===== config.mk =====
export PLATFORM = sky130hd
export DESIGN_NAME = i2s_dac_tx
export DESIGN_NICKNAME = d
export VERILOG_FILES = /design/src/rtl/audio_defs.sv /design/src/rtl/i2s_clkgen.sv /design/src/rtl/i2s_dac_tx.sv
export SDC_FILE = /design/constraint.sdc
export NUM_CORES = 1
export LEC_CHECK = 0
export ABC_AREA = 1
export BUFFER_PORTS_ARGS = -buffer_cell sky130_fd_sc_hd__buf_2
export CORE_MARGIN = 2
export CORE_UTILIZATION = 58
export DETAILED_ROUTE_END_ITERATION = 10
export PLACE_DENSITY = 0.88
export SLEW_MARGIN = 5
export SYNTH_ARGS = -nofsm -noshare
export SYNTH_HDL_FRONTEND = slang
export SYNTH_SLANG_ARGS = --single-unit

===== constraint.sdc =====
create_clock -name clk -period 2.2 [get_ports clk]
set_input_delay 0 -clock clk [delete_from_list [all_inputs] [get_ports clk]]
set_output_delay 0 -clock clk [all_outputs]
set_load 0.05 [all_outputs]

===== src/rtl/audio_defs.sv =====
// Shared constants for the audio output path: frame geometry and serial format codes.
package audio_defs;

    localparam int FRAME_CLKS    = 512;
    localparam int SLOT_BITS     = 32;
    localparam int SCLK_DIV_LOG2 = 3;
    localparam int CNT_W         = $clog2(FRAME_CLKS);

    localparam int FMT_I2S = 0;
    localparam int FMT_LJ  = 1;

    typedef logic [CNT_W-1:0] frame_cnt_t;

endpackage


===== src/rtl/i2s_clkgen.sv =====
// Free-running frame counter; every DAC clock is a single counter bit, so all pins are flop outputs.
module i2s_clkgen
    import audio_defs::*;
#(
    parameter int FMT = FMT_I2S
) (
    input  logic clk,
    input  logic rst,
    output logic mclk,
    output logic sclk,
    output logic lrclk,
    output logic load_en,
    output logic shift_en
);

    frame_cnt_t cnt_q;
    frame_cnt_t cnt_d;

    always_comb begin
        cnt_d = cnt_q + CNT_W'(1);
    end

    always_ff @(posedge clk) begin
        if (rst) begin
            cnt_q <= '0;
        end else begin
            cnt_q <= cnt_d;
        end
    end

    assign mclk  = cnt_q[0];
    assign sclk  = cnt_q[SCLK_DIV_LOG2-1];
    // Left-justified puts the left word in the LRCLK-high half.
    assign lrclk = (FMT == FMT_LJ) ? ~cnt_q[CNT_W-1] : cnt_q[CNT_W-1];

    assign load_en  = (cnt_q == CNT_W'(FRAME_CLKS - 1));
    assign shift_en = (cnt_q[SCLK_DIV_LOG2-1:0] == {SCLK_DIV_LOG2{1'b1}});

endmodule


===== src/rtl/i2s_dac_tx.sv =====
// I2S / left-justified stereo DAC transmitter: latches a processed L/R pair per frame
// and shifts it out MSB first on SCLK falling edges.
module i2s_dac_tx
    import audio_defs::*;
#(
    parameter int DW  = 16,
    parameter int FMT = FMT_I2S
) (
    input  logic          clk,
    input  logic          rst,
    input  logic [DW-1:0] left,
    input  logic [DW-1:0] right,
    input  logic          mute,
    input  logic [3:0]    att,
    output logic          sample_strobe,
    output logic          mclk,
    output logic          sclk,
    output logic          lrclk,
    output logic          sdin
);

    localparam int FW = 2 * SLOT_BITS;

    logic          load_en;
    logic          shift_en;
    logic [FW-1:0] frame_q;
    logic [FW-1:0] frame_d;
    logic [FW-1:0] load_frame;
    logic          sdin_q;
    logic          sdin_d;
    logic          strobe_q;

    // Attenuate/mute one sample and place it in a 32-bit slot; I2S adds the one-bit delay.
    function automatic logic [SLOT_BITS-1:0] build_slot(input logic [DW-1:0] x,
                                                         input logic          m,
                                                         input logic [3:0]    a);
        logic signed [DW-1:0] s;
        logic [SLOT_BITS-1:0] lj;
        if (m) begin
            s = '0;
        end else begin
            s = $signed(x) >>> a;
        end
        lj = {s, {(SLOT_BITS-DW){1'b0}}};
        if (FMT == FMT_LJ) begin
            return lj;
        end else begin
            return lj >> 5'd1;
        end
    endfunction

    i2s_clkgen #(
        .FMT(FMT)
    ) u_clkgen (
        .clk     (clk),
        .rst     (rst),
        .mclk    (mclk),
        .sclk    (sclk),
        .lrclk   (lrclk),
        .load_en (load_en),
        .shift_en(shift_en)
    );

    // The load edge is also a shift edge, so the new frame's MSB goes straight to sdin.
    always_comb begin
        load_frame = {build_slot(left, mute, att), build_slot(right, mute, att)};
        frame_d    = frame_q;
        sdin_d     = sdin_q;
        if (load_en) begin
            sdin_d  = load_frame[FW-1];
            frame_d = {load_frame[FW-2:0], 1'b0};
        end else if (shift_en) begin
            sdin_d  = frame_q[FW-1];
            frame_d = {frame_q[FW-2:0], 1'b0};
        end else begin
            frame_d = frame_q;
            sdin_d  = sdin_q;
        end
    end

    always_ff @(posedge clk) begin
        if (rst) begin
            frame_q  <= '0;
            sdin_q   <= 1'b0;
            strobe_q <= 1'b0;
        end else begin
            frame_q  <= frame_d;
            sdin_q   <= sdin_d;
            strobe_q <= load_en;
        end
    end

    assign sdin          = sdin_q;
    assign sample_strobe = strobe_q;

endmodule


* Word level (Yosys, flattened, before mapping)
Cells that the tools add are included.
W data, S select, Z words.
** Word-level totals
- Register bits after elaboration :: 59
- Bits in latches :: 0
- RAM bits :: 0
- ROM bits :: 0
- Input bits :: 39
- Output and inout bits :: 5
- Logic and storage cells :: 16
- Memories :: 0
** Operators by class
- $add $sub $neg :: 1
- Multiply operators :: 0
- Div/mod/pow operators :: 0
- Order comparisons :: 0
- Equality and inequality tests :: 2
- Shift operators :: 2
- Multiplexer cells :: 4
- Bitwise operators :: 0
- Reductions and logical operators :: 2
** Operators by type and width (count)
- $mux W64 :: 2
- $mux W16 :: 2
- $sshr A16 B4 Y16 :: 2
- $add A9 B1 Y9 const B :: 1
- $eq A9 B9 Y1 const B :: 1
- $eq A3 B3 Y1 const B :: 1
- $reduce_bool A2 Y1 :: 1
- $reduce_or A2 Y1 :: 1

* Longest topological paths before layout
Gate-level depths: netlist (run 1).
- Depth in word-level cells :: 3
- Gate-level depth with buffers :: 12
- Depth with buffers taken out :: 12

* By module
From an unflattened synthesis (run 1), not the netlist that was laid out.
** Second synthesis, totals
- Cell total of the unflattened synthesis :: 624
- Area, all modules :: 3823.7 µm²
** Modules (own cells, without submodules)
- i2s_dac_tx :: times used 1, cells each 571, area an instance 3434.5 µm², sequential area each 1001.0 µm²
- i2s_clkgen :: times used 1, cells each 53, area an instance 389.1 µm², sequential area each 180.2 µm²

* Worst setup path before layout (run 1)
No wires, ideal clock.
- Path type :: reg-to-reg
- Start point :: reg u_clkgen.cnt_q[0]
- End point :: reg frame_q[57]
- Library setup time :: 66 ps
- Arrival time :: 2272 ps
- Data required time :: 2134 ps
- Setup slack :: -138 ps
- Cell stages (with the launch flop) :: 12
- Path buffers :: 1
- Period minus slack after synthesis :: 2338 ps
- Cells stage by stage :: dfxtp_1 -> ha_1 -> nand3_1 -> nor2_1 -> nand2_1 -> nor3b_1 -> ha_1 -> inv_2 -> nor2_2 -> buf_4 -> nand2_1 -> a21oi_2
** On the way
- Word-level cells in the longest chain between the ends :: 2
- Elaborated cells between the ends (all ways) :: 4
- Classes of those cells :: eq/ne: 2; mux: 1; reduce/logical: 1
** RTL lines
- from (decl) :: line i2s_clkgen.sv:16 : frame_cnt_t cnt_q;
- from (signal assigned) :: line i2s_clkgen.sv:27 : cnt_q <= cnt_d;
- $eq A9 B9 Y1 (*) :: line i2s_clkgen.sv:36 : assign load_en = (cnt_q == CNT_W'(FRAME_CLKS - 1));
- named net load_en :: line i2s_dac_tx.sv:24 : logic load_en;
- $mux W64 or $reduce_bool A2 Y1 (tied branches)
- to (signal assigned) :: line i2s_dac_tx.sv:87 : frame_q <= frame_d;
- to (decl) :: line i2s_dac_tx.sv:26 : logic [FW-1:0] frame_q;
The timed path passes the listed nets; every way through them passes the cells marked *.
A chain may end at the register's enable or synchronous reset.

* Worst setup path after layout (run 1)
- Start point :: reg u_clkgen.cnt_q[0]
- End point :: reg frame_q[24]
Same word-level chain as after synthesis.

==> results summary, run 1 <==
The peak per-stage delay on the critical path came out at 0.36 ns. The detailed-placement wirelength estimate came out at a little over 6000 um. The setup clock skew after layout is 0.0106 ns.

CTS built an H-tree with a depth of 3. The path class of the tightest hold or removal check is primary input to register. The total power after layout came out at about 2.4 mW. The final period utilization came out at 88.8%. The setup path with the least slack is of type register to register. Setup total negative slack on the finished layout was measured at 0 ns. The share of total power dissipated in combinational logic is 16.0%. The power density over the cells came out at 584 mW/mm2. The clock-pin slew of the registers on the worst-case setup and hold paths is 0.06 ns. The maximum buffer depth of the clock tree came out at 2. The sequential fraction of design power came out at 44.5%. The number of sinks on the clock net is 59. The total overflow reported by the global router came out at 0.

The total number of nets in the final design is 674. The type of destination of the critical path is a register. The worst slew margin relative to its limit came out at 42.6%. For this run, the detailed router's first-pass iteration total came to 5. The via count of the first global-routing pass was 3718. The number of buffer and inverter instances along the worst setup path is 3.

The number of hold violations in the final report came out at 0. The fraction of power spent switching nets is 27.8%. The total net switching power is ~0.68 mW. The total clock buffers created by CTS is 9. The remaining routing DRC violations came out at 0. For this block, the routed nets add up to 8690 um of wire. The transition at the pin with the smallest max-transition slack came out at about 0.86 ns. The total internal power came out at 1.76 mW. The post-placement cell count came out at just under 700. The TritonCTS clock tree is done. STA classifies the critical path startpoint as a register. Among cell families on the critical path, the largest total delay comes from simple AND/OR/NAND/NOR gates. The count of input and output buffers is 43. The fmax came out at about 510 MHz. The average cell area after synthesis is about 6.2 um2. The maximum fanout count along the critical path came out at 5. The busiest layer in global routing is met2. The total of max-cap violations came out at 0. The die is 84.4 um tall. The global-route wire length before repair came out at 15000 um. The cell area reported after detailed placement is 0.00391 mm2. The peak supply drop is between 0.0004 and 0.0005 V. The total count of max-transition violations in the final report is 0. For this configuration, the core starts out at a cell density of between 50% and 60%. The clock latency at the later pin of the worst-skew pair is 0.34 ns. The floorplan core area is ~0.0063 mm2. Dividing the detail-routed wire length by the instance count gives 12.2 um. The run finished with clean final reports.

Counting flops and latches in the post-synthesis netlist gives 59. The static leakage power came out at 1.88 nW. Across all hold checks on the routed design, the worst slack comes to 0.166 ns. The fraction of met1 tracks used by global routing is 29.7%.

Setup repair after global routing left no endpoint under its margin. For this run, the number of Yosys warnings is 0. The signal on the critical path passes through ha_1, nand3_1, nor2_1, nand2_1, nor3b_2, ha_2, inv_2, nor2_4, inv_1, nor2_4, inv_1, o21ai_0. In the synthesized netlist, the number of instances is 604.

The data arrival time of the critical path is roughly 2.2 ns. Setup violations remaining at the end of the flow were counted as 0. The global routing usage on met3 is 6.98%.

The count of pins on the block boundary is 44. The initial antenna violation count was 0. Dividing the detail-routed via count by the number of cells gives 5.62.

The repair_antennas step left the layout with diodes totalling 0. The number of vias after detailed routing is 4016. Once detail routing completed, the nets flagged for antenna violations numbered 0.

The first routing iteration left between 200 and 300 violations. The fraction of synthesis flops using an asynchronous set or reset pin is 0%. The die footprint came out at 0.00712 mm2. The number of cell rows came out at 29. The final estimated routing congestion in global placement came out at 0.894. The sequential-to-total area share from yosys stat came out at 31.5%.

The leading register cell type out of synthesis is dfxtp_1. The area growth from synthesis to final layout came out at 11.2%. Cells with a size suffix above 1 make up 14.8% of the layout.

CTS placed an instance of clkbuf_8 at the clock tree root. The time the final worst path needs with I/O delays and setup is 1.95 ns. The post-route cell area is between 0.004 and 0.005 mm2.

The clock network fraction of design power came out at 39.5%. Yosys mapped a number of flops with a built-in enable equal to 0. The number of different library cells used by synthesis comes to 31. Global routing consumed, over all layers together, 25.0% of the routing resources.

Entering global routing, the biggest net connects 37 pins. The global routing usage on met2 is 43.9%. The required time of the worst setup path came out at 2.46 ns. After the flow finishes, the layout carries non-filler instances totaling around 710.

The cell area that synthesis handed to floorplanning was 0.00375 mm2. The cell with the largest stage delay on the worst path is dfxtp_2. The synthesized netlist net count came out at approximately 650.

Measured along the x axis, the die boundary spans 84.4 um.
-- sequential cells by signal, indices dropped and copies added, names as in the netlist --
register        count
frame_q            48
u_clkgen.cnt_q      9
sample_strobe       1
sdin                1
-- cell usage after synthesis (6+ instances only) --
| library cell | instances | area share (%) |
|---|---|---|
| o22ai_1 | 11 | 1.8 |
| buf_4 | 6 | 1.2 |
| inv_1 | 39 | 3.9 |
| nand2_1 | 201 | 20 |
| dfxtp_1 | 59 | 32 |
| nor2_1 | 11 | 1.1 |
| a21oi_1 | 40 | 5.3 |
| a21oi_2 | 6 | 1.4 |
| clkbuf_1 | 12 | 1.2 |
| buf_2 | 14 | 1.9 |
| nand3_1 | 117 | 16 |
| o211ai_1 | 6 | 1.2 |
| o21ai_0 | 49 | 6.5 |
-- routing by layer --
| metal | vias to the layer above | wire (um) | share of wire (%) |
|---|---|---|---|
| met2 | 119 | 4340 | 50 |
| li1 | 2063 | - | - |
| met3 | 20 | 432 | 5.0 |
| met1 | 1814 | 3780 | 44 |
| met5 | - | 0 | 0 |
| met4 | 0 | 132 | 1.5 |
-- cell type report --
| type | instances | area [um2] |
|---|---|---|
| Tap cell | 77 | 96.3 |
| Clock buffer | 11 | 141 |
| Multi-Input combinational cell | 463 | 2180 |
| Fill cell | 589 | 2150 |
| Inverter | 41 | 159 |
| Timing Repair Buffer | 58 | 350 |
| Clock inverter | 5 | 52.6 |
| Sequential cell | 59 | 1180 |
-- power groups by stage --
| stage | logic (mW) | clock network, mW | registers (mW) |
|---|---|---|---|
| after global routing | 0.441 | 1.03 | 1.08 |
| after floorplan | 0.288 | 0 | 1.11 |
| after detailed placement | 0.378 | 0 | 1.11 |
| final | 0.390 | 0.961 | 1.08 |
| after CTS | 0.385 | 0.981 | 1.08 |
| after global placement | 0.371 | 0 | 1.11 |
-- worst register-to-register path, cell delays in order (launching register included) --
cell     delay, ns
dfxtp_2       0.36
ha_1          0.18
nand3_1       0.12
nor2_1        0.10
nand2_1       0.10
nor3b_2       0.18
ha_2          0.22
inv_2         0.07
nor2_4        0.12
inv_1         0.08
nor2_4        0.12
inv_1         0.09
o21ai_0       0.16
-- stage by stage --
step / utilization, % / worst slack (ns)
6_report: 66.0 / 0.247
5_1_grt: 66.0 / 0.0182
4_1_cts: 65.6 / 0.142
3_5_place_dp: 61.9 / 0.152
3_3_place_gp: 61.9 / 0.231
2_1_floorplan: - / 0.0395
-- kinds of logic (layout without fill, tap and decap cells) --
family	after synthesis	count (layout)	synth area share, %
AO/OA/AOI/OAI	117	117	17.2
AND/OR/NAND/NOR	343	343	39.7
buffers and inverters	82	115	10.6
adder cells (fa/ha/maj)	3	3	1.00
flip-flops	59	59	31.5
-- final timing paths --
kind	end	start	slack, ns	cells past startpoint
max	frame_q[24]	u_clkgen.cnt_q[0]	0.25	12
min	frame_q[54]	att[3]	0.17	5
min reg2reg	u_clkgen.cnt_q[0]	u_clkgen.cnt_q[0]	0.45	1
max reg2reg	frame_q[24]	u_clkgen.cnt_q[0]	0.25	12
-- cell usage in the layout, fill, tap and decap left out, types with 2 or more instances in the layout --
cell and count:
a21oi_1 40, a21oi_2 6, buf_2 43, buf_4 10, clkbuf_8 10, clkinv_2 3, dfxtp_1 57, dfxtp_2 2
dlygate4sd3_1 4, ha_1 2, inv_1 39, nand2_1 200, nand2_2 6, nand3_1 117, nand3_2 2, nand4_1 2
nor2_1 11, nor2_4 2, o211ai_1 6, o21ai_0 49, o21ai_1 3, o22ai_1 11
-- repair_timing --
| item | CTS | global route |
|---|---|---|
| endpoints found under the hold margin | 9 | 0 |
| hold buffers | 4 | 0 |
| setup buffers | 0 | 1 |
| setup endpoints to repair | 0 | 28 |
| gates resized for setup | 0 | 5 |
(Power assumes the default switching activity.)
==> run 2: changes to the inputs <==
==> constraint.sdc (replaced) <==
create_clock -name clk -period 2.2 [get_ports clk]
set_input_delay 0.11 -clock clk [delete_from_list [all_inputs] [get_ports clk]]
set_output_delay 0.11 -clock clk [all_outputs]
set_load 0.05 [all_outputs]
==> run 2 against run 1 <==
Compared with the run above: die area stayed put; highest routed layer unchanged; design area is 1.1% lower; largest power group unchanged; power is 0.34% lower; maximum frequency is 4.7% lower.
==> results summary, run 2 (same netlist as run 1, synthesis figures left out) <==
STA classifies the critical path startpoint as a register. The largest individual stage delay along the critical path comes from the cell dfxtp_2. The global routing usage on met3 is 5.51% (-1.5 points). TritonCTS built the clock tree. The final setup violation count came out at 0 (unchanged). The number of sinks on the clock net came out at 59 (unchanged). The height of the chip came out at 84.4 um (unchanged). The pin count of the biggest net entering global routing is 36 (-2.7%). The total number of nets in the final design came out at 669 (-0.74%). The total internal power is 1.75 mW (-0.27%). The register-to-register setup slack is 0.15 ns (-0.10 ns).

The peak supply drop came out at 0.000460 V (-0.94%). After global routing, the most crowded layer is met2. The signal on the critical path passes through ha_1, nand3_1, nor2_1, nand2_1, nor3b_2, ha_2, inv_2, nor2_4, inv_1, nor2_4, inv_1, o21ai_0. The worst slew margin relative to its limit is 42.0% (-0.60 points). The required time of the worst setup path came out at 2.46 ns (about the same).

The launch point of the worst reg-to-reg path is u_clkgen.cnt_q[0]. The hold buffer count at CTS is 0 (-4). The number of detailed-routing iterations run before antenna repair came to 5 (unchanged). The effective utilization at floorplan is 59.4% (unchanged). The run finished with clean final reports. The global-route wire length before repair came to 15100 um (+0.92%). The clock-pin slew of the registers on the worst-case setup and hold paths came out at 0.07 ns (about the same). The via count of the first global-routing pass is 3635 (-2.2%). In this run the clock root is driven by a clkbuf_8. The routed wire length was 8750 um (+0.74%). The fraction of power spent switching nets came out at 27.7% (-0.048 points). The sequential fraction of design power came out at 44.7% (+0.2 points).

The critical path depth in cells is 12 (unchanged). The number of inserted filler cells in the final layout is 577 (-2.0%). The total clock buffers created by CTS is 9 (unchanged). The count of input and output buffers came out at 43 (unchanged). The floorplan core area is 0.00631 mm2 (unchanged).

The peak per-stage delay on the critical path is 0.36 ns (about the same). The setup clock skew after layout is 0.00692 ns (-0.00363 ns). The area occupied by registers is 0.00118 mm2 (unchanged).

The post-route cell area was 0.00412 mm2 (-1.1%). The number of buffer and inverter instances along the worst setup path is 3 (unchanged). The global routing usage summed across all routing layers came out at 25.2% (+0.24 points). The number of vias after detailed routing came to 3987 (-0.72%). The worst hold path class is primary input to register.

The total negative slack for setup checks is 0 ns (unchanged). The most common library cell in the layout ignoring fill and taps is nand2_1. The static leakage power is 1.86 nW (-1.1%).

The total number of H-tree levels came to 3 (unchanged). The area growth from synthesis to final layout is 9.95%. The clock latency at the later pin of the worst-skew pair is 0.34 ns (about the same). The average routed wire per standard cell came out at 12.3 um (+1.4%). The final antenna diode count came out at 0 (unchanged). The reg-to-reg endpoint is frame_q[29]. The final period utilization is 93.2% (+4.4 points). The power density over the cells came out at 589 mW/mm2 (+0.81%). In the layout the commonest cells are nand2_1 (200), nand3_1 (117), dfxtp_1 (57), o21ai_0 (48), buf_2 (43). The maximum buffer depth of the clock tree is 2 (unchanged).

The global routing usage on met2 was 43.1% (-0.87 points). The clock network fraction of design power was 39.5% (about the same). The non-filler instance count after layout is 709 (-0.70%).

The total overflow reported by the global router is 0 (unchanged). The maximum fanout count along the critical path is 6 (+1). The die outline width came out at 84.4 um (unchanged). The post-placement cell count came out at 693 (unchanged).

The share of total power in combinational logic came out at 15.9% (about the same). The number of hold violations in the final report is 0 (unchanged). The depth of the worst register-to-register path is 12 (unchanged). The total net switching power was 0.672 mW (-0.51%). The detailed-placement wirelength estimate came out at 6120 um (-0.63%). The share of post-route cells with drive strength above 1 is 14.7% (-0.041 points). The ratio of routed vias to standard cells is 5.62 (about the same). The worst hold slack came out at 0.0421 ns (-0.124 ns). The remaining routing DRC violations is 0 (unchanged). The category of cells accounting for the largest share of critical-path delay is simple AND/OR/NAND/NOR gates. The fmax came out at 488 MHz (-4.7%). The cell area reported after detailed placement came to 0.00391 mm2 (unchanged).

The final estimated routing congestion in global placement came to 0.899 (+0.50%). The worst setup path is captured at a register. The number of cells on the worst hold path is 2 (-3). The largest registers in the layout are frame_q x48, u_clkgen.cnt_q x9. The data arrival time of the critical path is 2.31 ns (+0.10 ns). The transition at the pin with the smallest max-transition slack is 0.868 ns (+0.00899 ns). The area occupied by multi-input gates came out at 0.00218 mm2 (unchanged). The worst hold path begins at rst. The critical path class is register to register.

The post-detailed-route count of antenna-violating nets came out at 0 (unchanged). The count of pins on the block boundary is 44 (unchanged). The die footprint is 0.00712 mm2 (unchanged). The flip-flop count of the largest register after layout is 48 (unchanged). The total of max-cap violations came to 0 (unchanged). The total count of max-transition violations in the final report is 0 (unchanged).

The number of cell rows is 29 (unchanged). For hold timing, the worst endpoint is u_clkgen.cnt_q[0]. More flip-flops sit in one register than any other, and that register is frame_q.

The number of post-CTS setup repair buffers was 0 (unchanged). The fraction of met1 tracks used by global routing came out at 31.0% (+1.3 points). The initial antenna violation count is 0 (unchanged). The time the final worst path needs with I/O delays and setup came out at 2.05 ns (+0.0972 ns).

The number of DRC violations after detailed-routing iteration 0 is 257 (-0.39%).
==> run 2: layer usage <==
metal  up-vias  part of all wire [%]
met2       126                    49
met3        22                   5.0
met4         0                   1.9
li1       2050                     -
met1      1789                    44
met5         -                     0
==> run 2: worst max-delay path by stage <==
| stage | from | endpoint | slack (ns) |
|---|---|---|---|
| 6_report | u_clkgen.cnt_q[0] | frame_q[29] | 0.15 |
| 5_1_grt | u_clkgen.cnt_q[0] | frame_q[28] | -0.01 |
| 4_1_cts | u_clkgen.cnt_q[0] | frame_q[29] | 0.09 |
| 3_5_place_dp | u_clkgen.cnt_q[0] | frame_q[29] | 0.09 |
| 3_3_place_gp | u_clkgen.cnt_q[0] | frame_q[29] | 0.23 |
| 2_1_floorplan | u_clkgen.cnt_q[2] | frame_q[57] | 0.04 |
==> run 2: power groups by stage <==
stage	registers (mW)	clock network (mW)	logic, mW
after floorplan	1.11	0	0.288
after global placement	1.11	0	0.370
after detailed placement	1.11	0	0.378
after CTS	1.08	0.971	0.379
after global routing	1.08	1.02	0.435
final	1.08	0.957	0.385
==> run 2: cell type report <==
cell class                 count  share of cell area, %
sequential                    59                   28.7
tap                           77                   2.34
multi-input combinational    463                   53.0
inverter                      41                   3.86
clock buffer                  11                   3.43
timing repair buffer          53                   7.35
clock inverter                 5                   1.28
==> run 2: through the flow <==
stage	setup WS, ns	utilization [%]	power [mW]
floorplan	0.0395	-	1.40
global placement	0.231	61.9	1.48
detailed placement	0.0929	61.9	1.48
CTS	0.0901	65.0	2.43
global route	-0.0101	65.3	2.54
finish	0.150	65.3	2.43
==> run 2: timing repair <==
item                                    CTS  global route
endpoints found under the setup margin    0            14
resized for setup                         0             6
endpoints found under the hold margin     0             0
